==> src/rtl/video_timing_pkg.sv <==
// Shared video timing constants for the raster generator and every consumer
// of hcount/vcount (game, sprite and overlay logic), so all agree on bounds.
package video_timing_pkg;

  // Default 1024x768 @ 60 Hz timing, in pixel clocks / lines.
  localparam int unsigned DEF_H_ACTIVE = 1024;
  localparam int unsigned DEF_H_FP     = 24;
  localparam int unsigned DEF_H_SYNC   = 136;
  localparam int unsigned DEF_H_BP     = 160;
  localparam int unsigned DEF_V_ACTIVE = 768;
  localparam int unsigned DEF_V_FP     = 3;
  localparam int unsigned DEF_V_SYNC   = 6;
  localparam int unsigned DEF_V_BP     = 29;
  localparam int unsigned DEF_FPS      = 60;

  // Port widths of the counters; the totals must fit inside them.
  localparam int unsigned HCOUNT_W = 11;
  localparam int unsigned VCOUNT_W = 10;
  localparam int unsigned FRAME_W  = 6;

  localparam int unsigned H_TOTAL_MAX = 1 << HCOUNT_W;
  localparam int unsigned V_TOTAL_MAX = 1 << VCOUNT_W;
  localparam int unsigned FPS_MAX     = 1 << FRAME_W;

  // Full period of one axis: visible region plus both porches and sync.
  function automatic int unsigned axis_total(input int unsigned active,
                                             input int unsigned fp,
                                             input int unsigned sync,
                                             input int unsigned bp);
    return active + fp + sync + bp;
  endfunction

  localparam int unsigned H_TOTAL = axis_total(DEF_H_ACTIVE, DEF_H_FP, DEF_H_SYNC, DEF_H_BP);
  localparam int unsigned V_TOTAL = axis_total(DEF_V_ACTIVE, DEF_V_FP, DEF_V_SYNC, DEF_V_BP);

  // Per-pixel flags that are registered alongside the counters.
  typedef struct packed {
    logic hsync;
    logic vsync;
    logic active_draw;
    logic new_frame;
  } raster_flags_t;

endpackage

==> src/rtl/video_sig_gen.sv <==
// Raster timing generator: pixel/line counters with registered sync,
// visible-region and frame-start flags, all aligned to the same pixel.
module video_sig_gen
  import video_timing_pkg::*;
#(
  parameter int unsigned H_ACTIVE = DEF_H_ACTIVE,
  parameter int unsigned H_FP     = DEF_H_FP,
  parameter int unsigned H_SYNC   = DEF_H_SYNC,
  parameter int unsigned H_BP     = DEF_H_BP,
  parameter int unsigned V_ACTIVE = DEF_V_ACTIVE,
  parameter int unsigned V_FP     = DEF_V_FP,
  parameter int unsigned V_SYNC   = DEF_V_SYNC,
  parameter int unsigned V_BP     = DEF_V_BP,
  parameter int unsigned FPS      = DEF_FPS
) (
  input  logic                pixel_clk_in,
  input  logic                rst_in,
  output logic [HCOUNT_W-1:0] hcount_out,
  output logic [VCOUNT_W-1:0] vcount_out,
  output logic                hsync_out,
  output logic                vsync_out,
  output logic                active_draw_out,
  output logic                new_frame_out,
  output logic [FRAME_W-1:0]  frame_count_out
);

  localparam int unsigned H_PERIOD = axis_total(H_ACTIVE, H_FP, H_SYNC, H_BP);
  localparam int unsigned V_PERIOD = axis_total(V_ACTIVE, V_FP, V_SYNC, V_BP);

  localparam int unsigned H_SYNC_START = H_ACTIVE + H_FP;
  localparam int unsigned H_SYNC_END   = H_ACTIVE + H_FP + H_SYNC;
  localparam int unsigned V_SYNC_START = V_ACTIVE + V_FP;
  localparam int unsigned V_SYNC_END   = V_ACTIVE + V_FP + V_SYNC;

  localparam logic [HCOUNT_W-1:0] H_LAST = HCOUNT_W'(H_PERIOD - 1);
  localparam logic [VCOUNT_W-1:0] V_LAST = VCOUNT_W'(V_PERIOD - 1);
  localparam logic [FRAME_W-1:0]  F_LAST = FRAME_W'(FPS - 1);

  // Elaboration guards: totals must fit the counter ports.
  if (H_PERIOD > H_TOTAL_MAX) begin : g_h_total_check
    $error("video_sig_gen: H_TOTAL %0d exceeds %0d", H_PERIOD, H_TOTAL_MAX);
  end
  if (V_PERIOD > V_TOTAL_MAX) begin : g_v_total_check
    $error("video_sig_gen: V_TOTAL %0d exceeds %0d", V_PERIOD, V_TOTAL_MAX);
  end
  if (FPS > FPS_MAX || FPS == 0) begin : g_fps_check
    $error("video_sig_gen: FPS %0d outside 1..%0d", FPS, FPS_MAX);
  end
  if (V_ACTIVE == 0) begin : g_v_active_check
    $error("video_sig_gen: V_ACTIVE must be non-zero");
  end

  logic                h_wrap;
  logic [HCOUNT_W-1:0] h_next;
  logic [VCOUNT_W-1:0] v_next;
  raster_flags_t       flags_next;
  logic [FRAME_W-1:0]  frame_next;

  // Next raster position; vertical advances only on the horizontal wrap.
  always_comb begin
    h_wrap = (hcount_out == H_LAST);
    h_next = h_wrap ? '0 : hcount_out + HCOUNT_W'(1);
    v_next = vcount_out;
    if (h_wrap) begin
      v_next = (vcount_out == V_LAST) ? '0 : vcount_out + VCOUNT_W'(1);
    end
  end

  // Flags are decoded from the next position so that once registered they
  // describe the same pixel as the counters, giving zero relative skew.
  always_comb begin
    flags_next.hsync = !((32'(h_next) >= H_SYNC_START) && (32'(h_next) < H_SYNC_END));
    flags_next.vsync = !((32'(v_next) >= V_SYNC_START) && (32'(v_next) < V_SYNC_END));
    flags_next.active_draw = (32'(h_next) < H_ACTIVE) && (32'(v_next) < V_ACTIVE);
    flags_next.new_frame = (32'(h_next) == H_ACTIVE) && (32'(v_next) == V_ACTIVE - 1);
  end

  // Frame counter advances together with the new-frame pulse.
  always_comb begin
    frame_next = frame_count_out;
    if (flags_next.new_frame) begin
      frame_next = (frame_count_out == F_LAST) ? '0 : frame_count_out + FRAME_W'(1);
    end
  end

  // Horizontal pixel counter.
  always_ff @(posedge pixel_clk_in) begin
    if (!rst_in) begin
      hcount_out <= '0;
    end else begin
      hcount_out <= h_next;
    end
  end

  // Vertical line counter.
  always_ff @(posedge pixel_clk_in) begin
    if (!rst_in) begin
      vcount_out <= '0;
    end else begin
      vcount_out <= v_next;
    end
  end

  // Registered sync/visibility/frame-start flags; syncs idle high in reset.
  always_ff @(posedge pixel_clk_in) begin
    if (!rst_in) begin
      hsync_out       <= 1'b1;
      vsync_out       <= 1'b1;
      active_draw_out <= 1'b0;
      new_frame_out   <= 1'b0;
    end else begin
      hsync_out       <= flags_next.hsync;
      vsync_out       <= flags_next.vsync;
      active_draw_out <= flags_next.active_draw;
      new_frame_out   <= flags_next.new_frame;
    end
  end

  // Frame counter register, wrapping at FPS.
  always_ff @(posedge pixel_clk_in) begin
    if (!rst_in) begin
      frame_count_out <= '0;
    end else begin
      frame_count_out <= frame_next;
    end
  end

endmodule
==> config.mk <==
export PLATFORM = sky130hd
export DESIGN_NAME = video_sig_gen
export DESIGN_NICKNAME = d
export VERILOG_FILES = /design/src/rtl/video_timing_pkg.sv /design/src/rtl/video_sig_gen.sv
export SDC_FILE = /design/constraint.sdc
export NUM_CORES = 1
export LEC_CHECK = 0
export CAP_MARGIN = 10
export CORE_MARGIN = 2
export CORE_UTILIZATION = 57
export CTS_CLUSTER_SIZE = 25
export DETAILED_ROUTE_END_ITERATION = 10
export GPL_TIMING_DRIVEN = 0
export HOLD_SLACK_MARGIN = 0.06
export PLACE_DENSITY = 0.93
export SLEW_MARGIN = 30
export SYNTH_ARGS = -nofsm -noshare
export SYNTH_HDL_FRONTEND = slang
export SYNTH_SLANG_ARGS = --single-unit
export TNS_END_PERCENT = 100
==> constraint.sdc <==
create_clock -name pixel_clk_in -period 9.18 [get_ports pixel_clk_in]
set_input_delay 2.754 -clock pixel_clk_in [delete_from_list [all_inputs] [get_ports pixel_clk_in]]
set_output_delay 2.754 -clock pixel_clk_in [all_outputs]
set_load 0.05 [all_outputs]
==> flow_metrics.py, run 1 <==
metrics = {
    "global_routing": {
        "first_global_vias": 1786,
        "grt_max_degree": 11,
        "grt_pass1_wl_mm": 8.09,
        "track_usage_pct": 25.9,
        "grt_antenna_before_repair": 0,
        "grt-ovfl-total": 0,
    },
    "route": {
        "ant_nets": 0,
        "routed_wl_mm": 4.98,
        "wl_per_cell_um": 15.3,
        "via_per_inst": 6.18,
        "first_pass_iters": 6,
        "drtIter0Drc": 200,
        "via_count": 2007,
        "route.detailed.drc": 0,
    },
    "hold_path": {
        "hold_class": "reg2reg",
    },
    "floorplanning": {
        "start_util_pct": 58.9,
        "fp.dieW_um": 62.5,
        "core_area_sq_um": 3310,
        "pin_count": 33,
        "die_y_um": 62.5,
        "die_area_sq_um": 3910,
        "num_rows": 21,
    },
    "critical_path": {
        "r2r_start": "hcount_out[0]",
        "reg2regPathDepth": 9,
        "critical_path_class": "reg2out",
        "setup.worst_path.start": "vcount_out[6]",
        "reg2reg_to": "frame_count_out[4]",
        "critPathBufInv": 1,
        "path_max_fanout": 8,
        "crit_cells": 1,
        "cp-start-kind": "register",
        "reg2reg_setup_slack_ps": 5730,
        "path_cells": "clkdlybuf4s50_1",
        "cp-end-kind": "primary output",
        "cp_slowest_cell": "clkdlybuf4s50_1",
        "slowest_delay_ps": 870,
        "cp.required_ps": 6430,
        "cpLargestDelayFamily": "buffers and inverters",
        "crit_path_end": "vcount_out[6]",
        "cp.arrival_ps": 1700,
    },
    "sta": {
        "clock_skew_ps": 6.76,
        "rsz0062_at_grt": "false",
        "worst_slew_pin_slew_ps": 627,
        "period_minus_slack_ps": 4450,
        "finalMaxSlewViolations": 0,
        "timing.fmax_mhz": 225,
        "final_hold_viol_count": 0,
        "setup_viol": 0,
        "setup_tns_ps": 0,
        "min_period_over_period_pct": 48.5,
        "maxSlewHeadroom_pct": 57.9,
    },
    "flow_run": {
        "drv_cap": 0,
    },
    "cells_and_area": {
        "multiInputGateArea_sq_um": 1220,
        "final_layout_size_suffix_gt1_share_pct": 9.32,
        "finish.net_count": 286,
        "register_area_sq_um": 621,
        "diodes": 0,
        "nFillCells": 281,
        "fin_util_pct": 72.0,
        "syn_to_final_growth_pct": 22.3,
    },
    "synth": {
        "ys_async_sr_fraction_pct": 0,
        "synth_top_cell_by_area": "dfxtp_1",
        "synth_seq_cells": 31,
        "synth_flop_cell": "dfxtp_1",
        "synth_area_sq_um": 1950,
        "yosysSeqAreaShare_pct": 31.8,
        "synth_cells": 240,
        "synth_edf_count": 0,
        "yosysMostFrequentCell": "dfxtp_1",
        "ys_types": 59,
        "yosys.area.top_type_share_pct": 31.8,
        "synthTopCellsByCount": "31 x dfxtp_1, 25 x nor2_1, 20 x nand2_1, 18 x a21oi_1, 12 x nor3_1",
        "ys_top_cells_by_area": "dfxtp_1 32%, nor2_1 4.8%, a21oi_1 4.6%, nand2_1 3.8%, ha_1 3.2%",
        "synth_nets": 247,
        "yosys_warnings": 0,
        "avgSynthCellArea_sq_um": 8.13,
    },
    "clock_tree": {
        "cts.htree.levels": 2,
        "cts_made_buffers": 5,
        "cts_tree": "yes",
        "post_cts_buffers": 0,
        "cts_buffer_depth": 2,
        "cts.clk_slew.worst_paths_ps": 100,
        "clock_sinks": 31,
        "clk-insertion-delay-late_ps": 340,
        "cts_hold_buf": 0,
        "post_cts_resized": 0,
        "root_buffer": "clkbuf_4",
    },
    "power": {
        "p_leak_nw": 0.787,
        "p_per_area_nw_per_um2": 102,
        "peakVddDrop_mv": 0.0786,
        "finalPower_uw": 243,
    },
    "placement": {
        "port_buffers": 32,
        "hpwl_mm": 3.64,
        "place_congestion": 0.929,
    },
    "status": {
        "status": "completed",
    },
}
where the power goes:
part / internal [mW] / switching [mW] / total [mW] / leakage (nW)
Clock: 0.0354 / 0.0484 / 0.0838 / 0.0341
Combinational: 0.00692 / 0.0141 / 0.0210 / 0.502
Sequential: 0.136 / 0.00193 / 0.138 / 0.251
Total: 0.179 / 0.0644 / 0.243 / 0.787
sequential cells by signal (all words and copies together), names as in the netlist:
name and cells:
active_draw_out 1, frame_count_out 6, hcount_out 11, hsync_out 1, new_frame_out 1, vcount_out 10, vsync_out 1
final cells by class:
| cell class | count | area share [%] |
|---|---|---|
| plain buffers | 15 | 3.31 |
| clock buffers | 6 | 2.15 |
| repair buffers | 32 | 13.4 |
| multi-input cells | 187 | 51.4 |
| inverters | 7 | 1.10 |
| well taps | 46 | 2.41 |
| clock inverters | 1 | 0.210 |
| flip-flops and latches | 31 | 26.0 |
layer usage:
metal / vias up / track usage [%] / part of all wire [%]
met5: - / 0 / 0
met4: 0 / 12.5 / 2.3
met3: 13 / 4.68 / 5.9
met2: 86 / 44.5 / 48
met1: 938 / 31.2 / 43
li1: 970 / - / -
stage by stage:
stage,hold WS (ps),cells,setup slack (ps),cell area [sq um]
detailed placement,511,318,4970,2330
finish,531,325,4730,2380
global placement,496,318,4980,2330
global route,563,325,4660,2380
CTS,535,325,4730,2380
floorplan,694,240,5720,1950
worst min-delay path by stage:
stage | from | slack, ps | endpoint | depth (start not counted)
after floorplan | hcount_out[0] | 690 | hcount_out[0] | 1
after global placement | hcount_out[0] | 500 | hcount_out[0] | 1
after detailed placement | hcount_out[0] | 510 | hcount_out[0] | 1
after CTS | hcount_out[0] | 540 | hcount_out[0] | 1
after global routing | frame_count_out[5] | 560 | frame_count_out[5] | 2
final | hcount_out[0] | 530 | hcount_out[0] | 1
cells by family (layout without fill, tap and decap cells):
| family | after synthesis | after routing | share of synthesized area [%] |
|---|---|---|---|
| mux | 1 | 1 | 0.577 |
| xor+xnor | 11 | 11 | 4.94 |
| buf+inv | 22 | 61 | 5.39 |
| flops | 31 | 31 | 31.8 |
| compound gates | 56 | 56 | 19.1 |
| fa+ha+maj | 5 | 5 | 3.21 |
| simple gates | 114 | 114 | 35.0 |
cells in the final DEF (no fill, tap or decap), types with 2 or more instances in the layout:
master	instances
clkdlybuf4s50_1	32
dfxtp_1	31
nor2_1	25
nand2_1	20
a21oi_1	18
nor3_1	12
clkbuf_1	9
o21ai_0	9
inv_1	7
and2_1	7
nand3_1	7
xnor2_1	7
or4_1	6
ha_1	5
clkbuf_4	5
nand4bb_1	4
nand4_1	4
xor2_1	4
o31ai_1	4
buf_2	3
and4_1	3
nor4_1	3
a211oi_1	3
a31oi_1	3
nor2b_1	2
buf_6	2
nand4_2	2
nand4b_1	2
nand2b_1	2
o21a_1	2
o31a_1	2
nand3b_1	2
o211ai_1	2
No activity file was read; power rests on OpenSTA's default activity.
==> run 2, diff against run 1 <==
Settings changed: CORE_UTILIZATION 57 to 48, PLACE_DENSITY 0.93 to 0.84.
Clock period 9.18 ns to 4.05 ns, I/O delays scaled along.
==> run 2 against run 1 <==
Against the previous run:
- non-clock buffer count unchanged
- count of clock-buffer cells in the layout up 1
- sequential power up 130%
- via count down 2.6%
- clock skew up 3.7 ps
- final area up 1.3%
- core utilization down 11 points
- combinational power up 120%
- sequential share of layout area down 0.32 points
- largest power group unchanged
==> flow_metrics.py, run 2 (synthesis gave the netlist of run 1 again) <==
metrics = {
    "floorplanning": {
        "die_y_um": 67.7,
        "die_area_sq_um": 4590,
        "fp.dieW_um": 67.7,
        "pin_count": 33,
        "num_rows": 23,
        "start_util_pct": 49.5,
        "core_area_sq_um": 3940,
    },
    "critical_path": {
        "cpLargestDelayFamily": "simple AND/OR/NAND/NOR gates",
        "slowest_delay_ps": 580,
        "critPathBufInv": 1,
        "r2r_start": "hcount_out[0]",
        "setup.worst_path.start": "hcount_out[0]",
        "cp-start-kind": "register",
        "cp-end-kind": "register",
        "cp_slowest_cell": "or4_4",
        "path_max_fanout": 10,
        "cp.arrival_ps": 3580,
        "reg2reg_setup_slack_ps": 660,
        "critical_path_class": "reg2reg",
        "cp.required_ps": 4240,
        "path_cells": "ha_1 -> nand4_2 -> nor4_4 -> o21ai_2 -> a22o_1 -> or4_4 -> buf_6 -> o41a_1 -> o21a_1",
    },
    "cells_and_area": {
        "final_cells": 330,
        "syn_to_final_growth_pct": 23.8,
        "fin_util_pct": 61.3,
        "diodes": 0,
        "layout.cells.most_common": "clkdlybuf4s50_1",
        "largest_register_ffs": 11,
        "finish.net_count": 286,
        "final_cell_mix": "32 x clkdlybuf4s50_1, 31 x dfxtp_1, 25 x nor2_1, 20 x nand2_1, 18 x a21oi_1",
        "top_register": "hcount_out",
        "final_layout_size_suffix_gt1_share_pct": 8.93,
        "reg.largest.list": "hcount_out: 11 flops, vcount_out: 10 flops, frame_count_out: 6 flops",
        "nFillCells": 347,
    },
    "global_routing": {
        "grt-ovfl-total": 0,
        "track_usage_pct": 22.9,
        "grt_pass1_wl_mm": 7.89,
        "grt_max_degree": 11,
        "grt_antenna_before_repair": 0,
        "first_global_vias": 1683,
    },
    "clock_tree": {
        "clock_sinks": 31,
        "cts.clk_slew.worst_paths_ps": 70,
        "cts_hold_buf": 0,
        "cts_tree": "yes",
        "cts.htree.levels": 2,
        "post_cts_resized": 0,
        "cts_buffer_depth": 2,
        "root_buffer": "clkbuf_8",
        "cts_made_buffers": 5,
        "post_cts_buffers": 0,
        "clk-insertion-delay-late_ps": 290,
    },
    "power": {
        "pwr-share-clk_pct": 39.7,
        "p_per_area_nw_per_um2": 247,
        "switchingPower_uw": 152,
        "p_sw_share_pct": 25.5,
        "intPower_uw": 445,
        "p_comb_share_pct": 7.9,
        "peakVddDrop_mv": 0.137,
        "p_leak_nw": 0.795,
        "power_frac_seq_pct": 52.4,
        "finalPower_uw": 597,
    },
    "sta": {
        "setup_tns_ps": 0,
        "worst_slew_pin_slew_ps": 593,
        "final_hold_viol_count": 0,
        "setup_slack_ps": 656,
        "period_minus_slack_ps": 3390,
        "maxSlewHeadroom_pct": 60.2,
        "min_period_over_period_pct": 83.8,
        "finalMaxSlewViolations": 0,
        "timing.fmax_mhz": 295,
        "setup_viol": 0,
        "clock_skew_ps": 10.5,
        "rsz0062_at_grt": "false",
    },
    "hold_path": {
        "hold_class": "reg2reg",
        "min_from": "hcount_out[0]",
    },
    "route": {
        "wl_per_cell_um": 14.5,
        "via_count": 1955,
        "via_per_inst": 5.92,
        "first_pass_iters": 4,
        "routed_wl_mm": 4.79,
        "ant_nets": 0,
        "drtIter0Drc": 188,
        "route.detailed.drc": 0,
    },
    "placement": {
        "pre_cts_slack_ps": 702,
        "port_buffers": 32,
        "hpwl_mm": 3.45,
        "place_congestion": 0.885,
        "placed_cells": 322,
    },
    "status": {
        "status": "completed",
    },
    "flow_run": {
        "drv_cap": 0,
    },
}
[run 2: changes by cell type in the layout (fill, tap and decap cells not counted)]
cell and delta:
clkbuf_8 +4, clkbuf_4 -5, clkbuf_1 +2
[run 2: stage by stage]
stage	hold WS, ps	cell area [sq um]
final	520	2410
after global placement	501	2330
after global routing	563	2410
after CTS	527	2410
after detailed placement	509	2330
after floorplan	694	1950
[run 2: power groups by stage]
stage                     sequential (mW)  combinational (mW)  clock [mW]
final                               0.313              0.0470       0.237
after global routing                0.314              0.0513       0.257
after CTS                           0.313              0.0471       0.240
after detailed placement            0.320              0.0468           0
after global placement              0.320              0.0463           0
after floorplan                     0.333              0.0186           0
[run 2: area by class of cell]
type / instances / area, sq um / share of cell area [%]
multi-input cells: 187 / 1220 / 50.7
repair buffers: 32 / 320 / 13.3
well taps: 50 / 62.6 / 2.59
clock inverters: 1 / 5.00 / 0.207
clock buffers: 7 / 76.3 / 3.16
inverters: 7 / 26.3 / 1.09
plain buffers: 15 / 78.8 / 3.26
flip-flops and latches: 31 / 621 / 25.7
[run 2: routing by layer]
layer | GRT usage [%] | vias up | share of wire, %
met3 | 7.00 | 9 | 8.6
met4 | 8.67 | 0 | 1.7
met5 | 0 | - | 0
met1 | 29.3 | 884 | 45
li1 | - | 972 | -
met2 | 35.9 | 90 | 45
[run 2: final timing paths]
check	to	cells past startpoint
max	frame_count_out[4]	9
min	hcount_out[0]	1
max reg2reg	frame_count_out[4]	9
min reg2reg	hcount_out[0]	1
